### src/rtl/spi_arbiter.sv
// spi_arbiter: round-robin transaction arbiter sharing the SPIMux input side between two SPI engines,
// with an inter-owner select gap and a watchdog that revokes overlong grants.
module spi_arbiter #(
    parameter int                     GAP_CYCLES     = 2,
    parameter int                     TIMEOUT_W      = 16,
    parameter logic [TIMEOUT_W-1:0]   TIMEOUT_CYCLES = 16'd50000
) (
    input  logic       SClk,
    input  logic       nReset,
    input  logic [1:0] Req,
    output logic [1:0] Gnt,
    input  logic [1:0] InSPISel,
    input  logic [1:0] InSPIDo,
    input  logic [1:0] InSPIClkRunning,
    output logic       OutSPISel,
    output logic       OutSPIDo,
    output logic       OutSPIClkRunning,
    output logic [1:0] Timeout,
    output logic       Busy
);
    localparam int                   GW       = (GAP_CYCLES > 1) ? $clog2(GAP_CYCLES) : 1;
    localparam logic [GW-1:0]        GAP_LAST = GW'(GAP_CYCLES - 1);
    localparam logic [TIMEOUT_W-1:0] WD_LAST  = TIMEOUT_CYCLES - TIMEOUT_W'(1);

    typedef enum logic [1:0] {IDLE, GRANT, GAP} state_t;

    state_t               state, state_nx;
    logic                 owner, owner_nx, last_owner, last_owner_nx;
    logic [1:0]           lockout, lockout_nx, timeout_nx;
    logic [TIMEOUT_W-1:0] wd, wd_nx;
    logic [GW-1:0]        gap_cnt, gap_nx;
    logic [1:0]           elig;
    logic                 pick, expire, granted;

    assign elig    = Req & ~lockout;
    // on a tie the requester that did not own the bus last wins
    assign pick    = (elig == 2'b11) ? ~last_owner : elig[1];
    assign expire  = (TIMEOUT_CYCLES != '0) && (wd == WD_LAST);
    assign granted = (state == GRANT);

    assign Gnt              = granted ? (owner ? 2'b10 : 2'b01) : 2'b00;
    assign OutSPISel        = granted & InSPISel[owner];
    assign OutSPIDo         = granted & InSPIDo[owner];
    assign OutSPIClkRunning = granted & InSPIClkRunning[owner];
    assign Busy             = (state != IDLE);

    always_comb begin
        state_nx      = state;
        owner_nx      = owner;
        last_owner_nx = last_owner;
        lockout_nx    = lockout & Req;
        timeout_nx    = 2'b00;
        wd_nx         = wd;
        gap_nx        = gap_cnt;
        case (state)
            IDLE: begin
                if (|elig) begin
                    state_nx = GRANT;
                    owner_nx = pick;
                    wd_nx    = '0;
                end
            end
            GRANT: begin
                wd_nx = (wd == '1) ? wd : wd + TIMEOUT_W'(1);
                // a release in the expiry cycle wins over the watchdog
                if (!Req[owner]) begin
                    state_nx      = GAP;
                    last_owner_nx = owner;
                    gap_nx        = '0;
                end else if (expire) begin
                    state_nx          = GAP;
                    timeout_nx[owner] = 1'b1;
                    lockout_nx[owner] = 1'b1;
                    gap_nx            = '0;
                end
            end
            GAP: begin
                if (gap_cnt == GAP_LAST) state_nx = IDLE;
                else gap_nx = gap_cnt + GW'(1);
            end
            default: state_nx = IDLE;
        endcase
    end

    always_ff @(posedge SClk) begin
        if (!nReset) begin
            state      <= IDLE;
            owner      <= 1'b0;
            last_owner <= 1'b1;
            lockout    <= 2'b00;
            Timeout    <= 2'b00;
            wd         <= '0;
            gap_cnt    <= '0;
        end else begin
            state      <= state_nx;
            owner      <= owner_nx;
            last_owner <= last_owner_nx;
            lockout    <= lockout_nx;
            Timeout    <= timeout_nx;
            wd         <= wd_nx;
            gap_cnt    <= gap_nx;
        end
    end
endmodule

### config.mk
export PLATFORM = sky130hd
export DESIGN_NAME = spi_arbiter
export DESIGN_NICKNAME = d
export VERILOG_FILES = /design/src/rtl/spi_arbiter.sv
export SDC_FILE = /design/constraint.sdc
export NUM_CORES = 1
export LEC_CHECK = 0
export CAP_MARGIN = 20
export CORE_MARGIN = 5
export CORE_UTILIZATION = 30
export CTS_BUF_LIST = sky130_fd_sc_hd__clkbuf_8 sky130_fd_sc_hd__clkbuf_16
export CTS_CLUSTER_DIAMETER = 120
export DETAILED_ROUTE_END_ITERATION = 12
export MAX_ROUTING_LAYER = met4
export PLACE_DENSITY = 0.48
export SYNTH_ARGS = -nofsm -noshare
export SYNTH_HDL_FRONTEND = slang
export SYNTH_SLANG_ARGS = --single-unit
### constraint.sdc
create_clock -name SClk -period 1.8 [get_ports SClk]
set_clock_uncertainty 0.05 [all_clocks]
set_input_delay 0.36 -clock SClk [delete_from_list [all_inputs] [get_ports SClk]]
set_output_delay 0.36 -clock SClk [all_outputs]
set_load 0.01 [all_outputs]
# ---- Word-level counts from Yosys, hierarchy flattened
# Index checks and enable logic that the tools add are counted.
dict set report classes {
  bitwise 9
  magnitude_cmp 2
  add_sub_neg 2
  reduce_logical 12
  n_mux 28
  eq_ne 9
}
# op count
set ops {}
lappend ops {{$eq 16x16->1 const B} 2}
lappend ops {{$mux 16} 2}
lappend ops {{$pmux 16 s2} 1}
lappend ops {{$mux 2} 9}
lappend ops {{$add 16x1->16 const B} 1}
lappend ops {{$mux 1} 13}
lappend ops {{$ne 2x2->1 const B} 3}
lappend ops {{$pmux 2 s3} 1}
lappend ops {{$reduce_and 2->1} 3}
lappend ops {{$reduce_and 3->1} 2}
lappend ops {{$reduce_bool 2->1} 3}
lappend ops {{$and 2x2->2} 2}
lappend ops {{$eq 2x2->1 const B} 2}
lappend ops {{$reduce_and 4->1} 1}
lappend ops {{$and 1x1->1} 3}
lappend ops {{$ne 3x3->1 const B} 1}
lappend ops {{$eq 2x1->1 const B} 1}
lappend ops {{$logic_not 2->1} 1}
lappend ops {{$lt 1x2->1 const B} 1}
lappend ops {{$not 1->1} 2}
lappend ops {{$not 2->2} 1}
lappend ops {{$or 2x2->2} 1}
lappend ops {{$pmux 1 s2} 1}
lappend ops {{$reduce_or 2->1} 1}
lappend ops {{other kinds (4)} 4}
dict set report word_totals {
  out_inout_bits 8
  inputBits 10
  register_bits 25
  wordCells 69
}

# ---- Longest topological paths before layout
# Gate-level depths: netlist of run 1.
dict set report depth {
  ltp_word 8
  ltp_mapped 8
  depth_no_buf 7
}

# ---- Least setup slack after synthesis of run 1
# No wires, ideal clock.
dict set report synth_timing {
  path_kind {register to register}
  from {reg state[1]}
  to {reg wd[2]}
  setup_ns 0.070
  synth_period_minus_slack_ns 1.892
  t_required_ns 1.680
  path_stages_with_launch 7
  arrival_ns 1.772
  setup_slack_ns -0.092
  n_path_buf 1
  path_cell_list {dfxtp_1 -> inv_1 -> ha_1 -> clkbuf_1 -> o311ai_2 -> or3b_2 -> a21oi_1}
}
dict set report synth_via {
  elab_chain_cells 3
  word_cells_on_any_way 7
  classes_between {eq/ne (3); mux (1); reduce/logical (3)}
}
# item line
set synth_lines {}
lappend synth_lines {{start, declared} 27} ;# state_t state, state_nx;
lappend synth_lines {{start signal, assigned} 95} ;# state <= state_nx;
lappend synth_lines {{$eq 2x1->1 or $logic_not 2->1 (tied branches)} 55} ;# case (state)
lappend synth_lines {{$ne 2x2->1 (no line) or $reduce_bool 2->1 (tied branches)} n/a}
lappend synth_lines {{$reduce_and 3->1 (no line)} n/a}
lappend synth_lines {{end signal, assigned} 100} ;# wd <= wd_nx;
lappend synth_lines {{end, declared} 30} ;# logic [TIMEOUT_W-1:0] wd, wd_nx;
# Several ways; a longest one is shown, not always the timed one.
# A chain may end at the register's enable or synchronous reset.

# ---- Worst setup path in the final report of run 1
dict set report layout_timing {
  from {reg state[1]}
  to {reg wd[10]}
}
# The elaborated chain is that of the path after synthesis.

==> results of run 1 <==
==> layout make-up <==
| type | instances | area share |
|---|---|---|
| Multi-Input combinational cell | 141 | 0.461 |
| Timing Repair Buffer | 64 | 0.234 |
| Sequential cell | 25 | 0.230 |
| Tap cell | 67 | 0.0378 |
| Clock buffer | 3 | 0.0186 |
| Inverter | 9 | 0.0152 |
| Clock inverter | 1 | 0.00226 |
==> registers in the layout (all words and copies together) (netlist names) <==
name        count
state           2
Timeout         2
wd             16
lockout         2
gap_cnt         1
last_owner      1
owner           1
==> synthesized netlist by cell type (3+ instances only) <==
| cell type | number | share of area |
|---|---|---|
| nor4_1 | 3 | 0.013 |
| nand2b_1 | 3 | 0.013 |
| o221a_1 | 5 | 0.038 |
| o21ai_1 | 3 | 0.010 |
| a211oi_1 | 3 | 0.015 |
| nand4_1 | 8 | 0.034 |
| dfxtp_1 | 25 | 0.34 |
| ha_1 | 5 | 0.042 |
| nor3_1 | 3 | 0.010 |
| and3_1 | 3 | 0.013 |
| o21ai_0 | 4 | 0.014 |
| nand2_1 | 27 | 0.069 |
| nand3_1 | 6 | 0.020 |
| and4_1 | 3 | 0.018 |
| mux2i_1 | 3 | 0.020 |
| inv_1 | 9 | 0.023 |
| a21oi_1 | 14 | 0.047 |
| nor2_1 | 16 | 0.041 |
| and2_1 | 4 | 0.017 |
| clkbuf_1 | 6 | 0.015 |
==> logic make-up after synthesis <==
logic type,count (synthesis)
flip-flops,25
adder cells (fa/ha/maj),5
multiplexers,4
buffers and inverters,18
AND/OR/NAND/NOR,88
AO/OA/AOI/OAI,44
==> through the flow <==
| step | util | total power [mW] | instance area [sq um] | std cells | setup slack (ns) |
|---|---|---|---|---|---|
| floorplan | - | 1.09 | 1530 | 184 | 0.00156 |
| global placement | 0.433 | 1.43 | 2060 | 302 | -0.198 |
| detailed placement | 0.433 | 1.45 | 2060 | 302 | -0.247 |
| CTS | 0.453 | 1.84 | 2150 | 308 | -0.0252 |
| global route | 0.466 | 1.98 | 2220 | 310 | -0.112 |
| finish | 0.466 | 1.87 | 2220 | 310 | -0.0314 |
==> worst max-delay path: stages (launching register included) <==
cell and delay [ns]:
dfxtp_2 0.34, inv_2 0.08, ha_4 0.18, nand2_2 0.05, or4_4 0.44, o221ai_4 0.21
buf_6 0.18, nand2_1 0.06, a31oi_1 0.17
==> path summary, 6_finish.rpt <==
path	cells after the start	to	slack, ns	from
setup reg to reg	8	wd[10]	-0.03	state[1]
setup / recovery	8	wd[10]	-0.03	state[1]
hold reg to reg	2	lockout[1]	0.45	lockout[1]
hold / removal	2	lockout[1]	0.45	lockout[1]
==> power breakdown <==
group	internal, mW	switching, mW	total, mW	leakage, nW
sequential	0.592	0.0287	0.621	0.206
clock	0.155	0.192	0.347	0.0255
combinational	0.413	0.488	0.902	0.626
==> routing by layer <==
layer	share of wire	routed length, microns	GRT usage
met4	0.010	44	0.0422
met1	0.47	2060	0.183
met2	0.49	2130	0.227
met3	0.033	144	0.0224
met5	0	0	-
==> repair_timing <==
| action | in CTS | in global routing |
|---|---|---|
| resized for setup | 20 | 29 |
| setup endpoints to repair | 22 | 25 |
| cloned | 0 | 0 |
| pin swaps | 8 | 9 |
| setup buffers | 2 | 2 |
==> flow_summary.toml, run 1 <==
[cts]
clockBufferDepth = 2
insertion_delay_ns = 0.27
path_clk_slew_ns = 0.10
ctsHoldBuffers = 0
cts_root_buf = "clkbuf_8"
cts_tree = "done"
h-tree-depth = 1
cts_buffers = 3
clkSinkCount = 25

[synth]
ys_types = 45
avgSynthCellArea_sq_um = 8.03
synth_area_sq_mm = 0.00148
synth_compound_area_frac = 0.223
synthMuxAreaShare = 0.0279
ys_warn_count = 0
synthAdderAreaFrac = 0.0423
yosysSeqAreaShare = 0.339
syn_inst = 184
yosys.area_share.simple = 0.316
synth_fp_nets = 199
ys_ff_latch = 25
async_flop_share = 0
yosys.area_share.xor_xnor = 0
synth-edff-count = 0
synth_top_family_by_area = "simple AND/OR/NAND/NOR gates"
ys_dominant_reg_cell = "dfxtp_1"

[sta]
finalHoldViolations = 0
tns_ns = -0.0403
final.setup.worst_slack_ns = -0.0314
rsz0062_at_grt = "true"
fin_crit_ns = 1.83
max_freq_ghz = 0.546
hold_slack_ns = 0.452
slew_headroom = 0.778
setup_viol = 3
slew_violations = 0
period_share = 1.02
tightest_slew_ns = 0.333

[drt]
vias = 1579
wire_per_inst_microns = 14.1
postRouteAntennaNets = 0
drt_iter0_markers = 148
drc = 0
drt-total-wl_microns = 4390
dr.pass1.iters = 4
avgViaCountPerCell = 5.09

[grt]
grt-ovfl-total = 0
grt_antenna_before_repair = 0
grt_pass1_vias = 1519
grt_max_degree = 17
grt_pass1_wl_microns = 7090
grtUsageTotal = 0.141

[finish]
final_layout_size_suffix_gt1_frac = 0.379
multi_input_area_sq_mm = 0.00102
final-seq-area_sq_um = 510
final_cell_mix = "buf_4, nand2_1, dfxtp_1, nor2_1, clkdlybuf4s50_1"
final.fill_count = 496
final_common_cell = "buf_4"
diodes = 0
syn_to_final_growth_pct = 50.0
nets = 259

[run_status]
violations = "setup timing"
status = "finished with violations"

[hold_path]
min_path_type = "register to register"

[setup_path]
required_ns = 1.95
crit_type = "register to register"
crit_arrival_ns = 1.98
crit_fanout = 9
end_kind = "register"
worst_setup_path_start_kind = "register"

[placement]
gp_congestion = 0.865
port_buffers = 17
dpl.hpwl_microns = 3350

[run]
maxCapViolCount = 0

[power_and_ir_drop]
p_leak_nw = 0.858
power_density_mw_per_mm2 = 844
peakVddDrop_uv = 454

[floorplan]
core-area_sq_mm = 0.00475
rows = 25
start_util = 0.311
ios = 18
die_area_sq_mm = 0.00643
die_x_microns = 80.2
die_y_microns = 80.2
Note: power is estimated with default switching activity, not from simulation.
==> run 2, diff against run 1 <==
DONT_BUFFER_PORTS = 1   (was unset)
PLACE_DENSITY = 0.43   (was 0.48)
==> flow_summary.toml, run 2 (synthesis gave the netlist of run 1 again) <==
[floorplan]
rows = 25
core-area_sq_mm = 0.00475
ios = 18
die_y_microns = 80.2
die_x_microns = 80.2
die_area_sq_mm = 0.00643
start_util = 0.311

[cts]
cts_root_buf = "clkbuf_8"
path_clk_slew_ns = 0.09
cts_tree = "done"
clkSinkCount = 25
cts_buffers = 3
clockBufferDepth = 2
ctsHoldBuffers = 0
h-tree-depth = 1
insertion_delay_ns = 0.27

[sta]
tightest_slew_ns = 0.363
rsz0062_at_grt = "true"
finalHoldViolations = 0
period_share = 1.02
fin_crit_ns = 1.83
slew_headroom = 0.758
setup_viol = 2
final.setup.worst_slack_ns = -0.0284
slew_violations = 0
max_freq_ghz = 0.547

[setup_path]
required_ns = 1.90
crit_chain = "inv_4, ha_4, nand2_2, or4_4, o221ai_4, buf_6, or4b_1, a31oi_1"
reg2reg_to = "wd[13]"
worst_setup_path_start_kind = "register"
reg2regPathDepth = 8
crit_arrival_ns = 1.92
rrSetupSlack_ns = -0.03
setup.worst_path.end = "wd[13]"
end_kind = "register"
worst_path_max_delay_cell = "or4_4"
crit_type = "register to register"
crit_start = "state[1]"
r2r-start = "state[1]"
slowest_delay_ns = 0.44
crit_fanout = 5

[run]
maxCapViolCount = 0

[drt]
drt_iter0_markers = 79
wire_per_inst_microns = 15.4
postRouteAntennaNets = 0
drt-total-wl_microns = 4480
drc = 0
dr.pass1.iters = 4
avgViaCountPerCell = 5.33
vias = 1551

[grt]
busiest_layer = "met2"
grt_pass1_vias = 1615
grt_util_met3 = 0.0291
grt-ovfl-total = 0
grt_antenna_before_repair = 0
grt_pass1_wl_microns = 7620
grtUsageTotal = 0.155
gr-usage-met1 = 0.192
use_met2 = 0.257
grt_max_degree = 16

[placement]
port_buffers = 0
post-place-ws_ns = -0.0869
dpl.hpwl_microns = 3280
gp_congestion = 0.835

[finish]
syn_to_final_growth_pct = 41.8
final-seq-area_sq_um = 517
largest_register = "wd"
final_layout_size_suffix_gt1_frac = 0.393
final_cell_mix = "buf_4, nand2_1, dfxtp_1, a21oi_1"
final.fill_count = 484
largest_reg_flops = 16
multi_input_area_sq_mm = 0.00104
diodes = 0
nets = 240
final_common_cell = "buf_4"
fin_util = 0.441

[power_and_ir_drop]
p_leak_nw = 0.779
p_switching_mw = 0.728
combinationalPowerShare = 0.504
switching_share = 0.378
power_density_mw_per_mm2 = 920
pwr-share-clk = 0.174
pwr-share-seq = 0.322
peakVddDrop_uv = 484
p_int_mw = 1.20

[hold_path]
min_from = "nReset"
min_path_type = "input pin to register"

[run_status]
violations = "setup timing"
status = "finished with violations"
run 2: cell count changes in the layout (fill, tap and decap cells not counted), moves of 2 or more:
cell / previous run / this run
buf_4: 41 / 36
nor2_4: 1 / 4
dfxtp_2: 8 / 10
nor2_1: 12 / 10
clkbuf_2: 5 / 0
dfxtp_1: 17 / 14
clkdlybuf4s50_1: 11 / 0
a21oi_2: 5 / 2
a21oi_1: 9 / 12
run 2: routing by layer:
metal | wire length (microns) | up-vias
met4 | 81 | 0
met1 | 2100 | 751
met5 | 0 | -
met2 | 2120 | 37
met3 | 169 | 6
li1 | - | 757
run 2: area by class of cell:
class	count	share of cell area
clock inverter	1	0.00179
timing repair buffer	45	0.176
multi-input combinational	141	0.499
sequential	25	0.247
tap	67	0.0400
inverter	9	0.0173
clock buffer	3	0.0197
run 2: worst min-delay path by stage:
stage / end / slack [ns] / cells past startpoint
floorplan: wd[1] / 0.40 / 2
global placement: last_owner / 0.39 / 1
detailed placement: last_owner / 0.40 / 1
CTS: last_owner / 0.10 / 1
global route: last_owner / 0.11 / 1
finish: last_owner / 0.12 / 1
run 2: power groups by stage:
stage               Clock (mW)  Sequential, mW  Combinational [mW]
finish                   0.335           0.621               0.971
global route             0.380           0.627                1.06
CTS                      0.358           0.620               0.883
detailed placement           0           0.626               0.719
global placement             0           0.624               0.709
floorplan                    0           0.622               0.469
run 2: per-stage QoR:
stage | hold slack [ns] | setup TNS [ns] | total power [mW] | area, sq um | std cells
floorplan | 0.397 | 0 | 1.09 | 1530 | 184
global placement | 0.393 | -0.156 | 1.33 | 1840 | 279
detailed placement | 0.397 | -0.352 | 1.34 | 1840 | 279
CTS | 0.102 | -0.0774 | 1.86 | 2010 | 288
global route | 0.113 | -1.16 | 2.07 | 2100 | 291
finish | 0.117 | -0.0285 | 1.93 | 2100 | 291
run 2: what timing repair did:
item                       4_1_cts  5_1_grt
setup buffers                    3        3
pin swaps                        7        9
resized for setup               29       18
setup endpoints to repair       19       24
gates cloned                     2        0
run 2: critical path: cells and delay by family (launching register included):
family	cells	cell delay, ns
AO/OA/AOI/OAI	2	0.31
AND/OR/NAND/NOR	3	0.59
buffers and inverters	2	0.25
flip-flops	1	0.34
adder cells (fa/ha/maj)	1	0.15
==> run 3, diff against run 2 <==
GPL_TIMING_DRIVEN = 0   (was unset)
PLACE_DENSITY = 0.42   (was 0.43)
clock period = 1.9 ns   (was 1.8 ns; I/O delays follow)
==> flow_summary.toml, run 3 (synthesis gave the netlist of run 1 again) <==
[run_status]
status = "complete, no violations"

[run]
maxCapViolCount = 0

[grt]
grt_pass1_vias = 1417
grtUsageTotal = 0.145
grt_util_met3 = 0.0325
grt-ovfl-total = 0
grt_antenna_before_repair = 0
use_met2 = 0.236
grt_pass1_wl_microns = 7180
busiest_layer = "met2"
gr-usage-met1 = 0.176
grt_max_degree = 15

[power_and_ir_drop]
power_density_mw_per_mm2 = 929
peakVddDrop_uv = 406
p_leak_nw = 0.639
fin_total_pwr_mw = 1.74

[finish]
final_common_cell = "nand2_1"
syn_to_final_growth_pct = 26.8
largest_reg_flops = 16
final_cell_mix = "nand2_1, dfxtp_1, a21oi_1, buf_4, nor2_1"
diodes = 0
final-seq-area_sq_um = 523
final.fill_count = 514
largest_register = "wd"
final_layout_size_suffix_gt1_frac = 0.270
multi_input_area_sq_um = 993
nets = 220
layoutNonFillerInstCount = 271
stdcell_area_sq_mm = 0.00187

[hold_path]
min_path_cells = 1
min_path_type = "input pin to register"
whs_endpoint = "lockout[0]"
min_from = "Req[0]"

[sta]
max_freq_ghz = 0.536
tightest_slew_ns = 0.615
period_share = 0.983
slew_violations = 0
fin_crit_ns = 1.87
slew_headroom = 0.590
rsz0062_at_grt = "true"
finalHoldViolations = 0
setup_viol = 0

[drt]
drt_iter0_markers = 112
vias = 1488
wire_per_inst_microns = 16.6
drc = 0
dr.pass1.iters = 4
postRouteAntennaNets = 0
avgViaCountPerCell = 5.49
drt-total-wl_microns = 4500

[cts]
clkSinkCount = 25
cts_buffers = 3
cts_tree = "done"
h-tree-depth = 1
path_clk_slew_ns = 0.10
clockBufferDepth = 2
cts_root_buf = "clkbuf_8"
insertion_delay_ns = 0.28

[setup_path]
r2r-start = "wd[6]"
reg2reg_to = "wd[10]"
end_kind = "register"
crit_type = "register to register"
crit_fanout = 9
required_ns = 2.06
reg2regPathDepth = 7
crit_arrival_ns = 2.03
rrSetupSlack_ns = 0.03
worst_setup_path_start_kind = "register"

[floorplan]
start_util = 0.311
die_y_microns = 80.2
die_x_microns = 80.2
die_area_sq_mm = 0.00643
rows = 25
core-area_sq_mm = 0.00475
ios = 18

[placement]
gp_congestion = 0.811
dp_cells = 251
port_buffers = 0
dpl.hpwl_microns = 3020
dpl_cell_area_sq_mm = 0.00156
==> run 3: critical path: stages, from the launching register on <==
cell and delay [ns]:
dfxtp_1 0.30, buf_2 0.16, and4_1 0.18, nand2_1 0.15, o221ai_4 0.17, buf_6 0.16, or4b_1 0.46, a31oi_1 0.17
==> run 3: through the flow <==
| stage | util | hold WS [ns] | worst slack (ns) | TNS (ns) |
|---|---|---|---|---|
| 5_1_grt | 0.394 | 0.173 | -0.0755 | -0.467 |
| 4_1_cts | 0.368 | 0.171 | -0.00294 | -0.00294 |
| 3_5_place_dp | 0.328 | 0.414 | -0.541 | -5.87 |
| 6_report | 0.394 | 0.172 | 0.0330 | 0 |
| 2_1_floorplan | - | 0.394 | 0.00785 | 0 |
| 3_3_place_gp | 0.328 | 0.413 | -0.516 | -5.46 |
==> run 3: layer usage <==
metal / vias up / share of wire
li1: 721 / -
met1: 720 / 0.46
met2: 39 / 0.49
met3: 8 / 0.044
met4: 0 / 0.0089
met5: - / 0
==> run 3: report_power, final <==
group	switching, mW	internal [mW]	total, mW
combinational	0.467	0.340	0.806
clock	0.192	0.147	0.339
sequential	0.0331	0.561	0.594
total	0.692	1.05	1.74
==> run 3: worst max-delay path by stage <==
stage                   from  endpoint
global route           wd[6]    wd[10]
floorplan           state[1]     wd[2]
finish                 wd[6]    wd[10]
detailed placement  state[1]     wd[2]
global placement    state[1]     wd[2]
CTS                   wd[11]    wd[10]
==> run 3: timing repair <==
| item | CTS | global route |
|---|---|---|
| gates resized for setup | 24 | 23 |
| pin swaps | 4 | 4 |
| hold buffers | 0 | 0 |
| setup buffers | 6 | 9 |
| cloned | 0 | 1 |
| setup endpoints to repair | 24 | 22 |
==> run 3: area by class of cell <==
type                            count  share of cell area
Multi-Input combinational cell    141               0.530
Clock buffer                        3              0.0220
Sequential cell                    25               0.279
Clock inverter                      1             0.00267
Inverter                            9              0.0194
Timing Repair Buffer               16              0.0721
Buffer                              9              0.0294
Tap cell                           67              0.0448
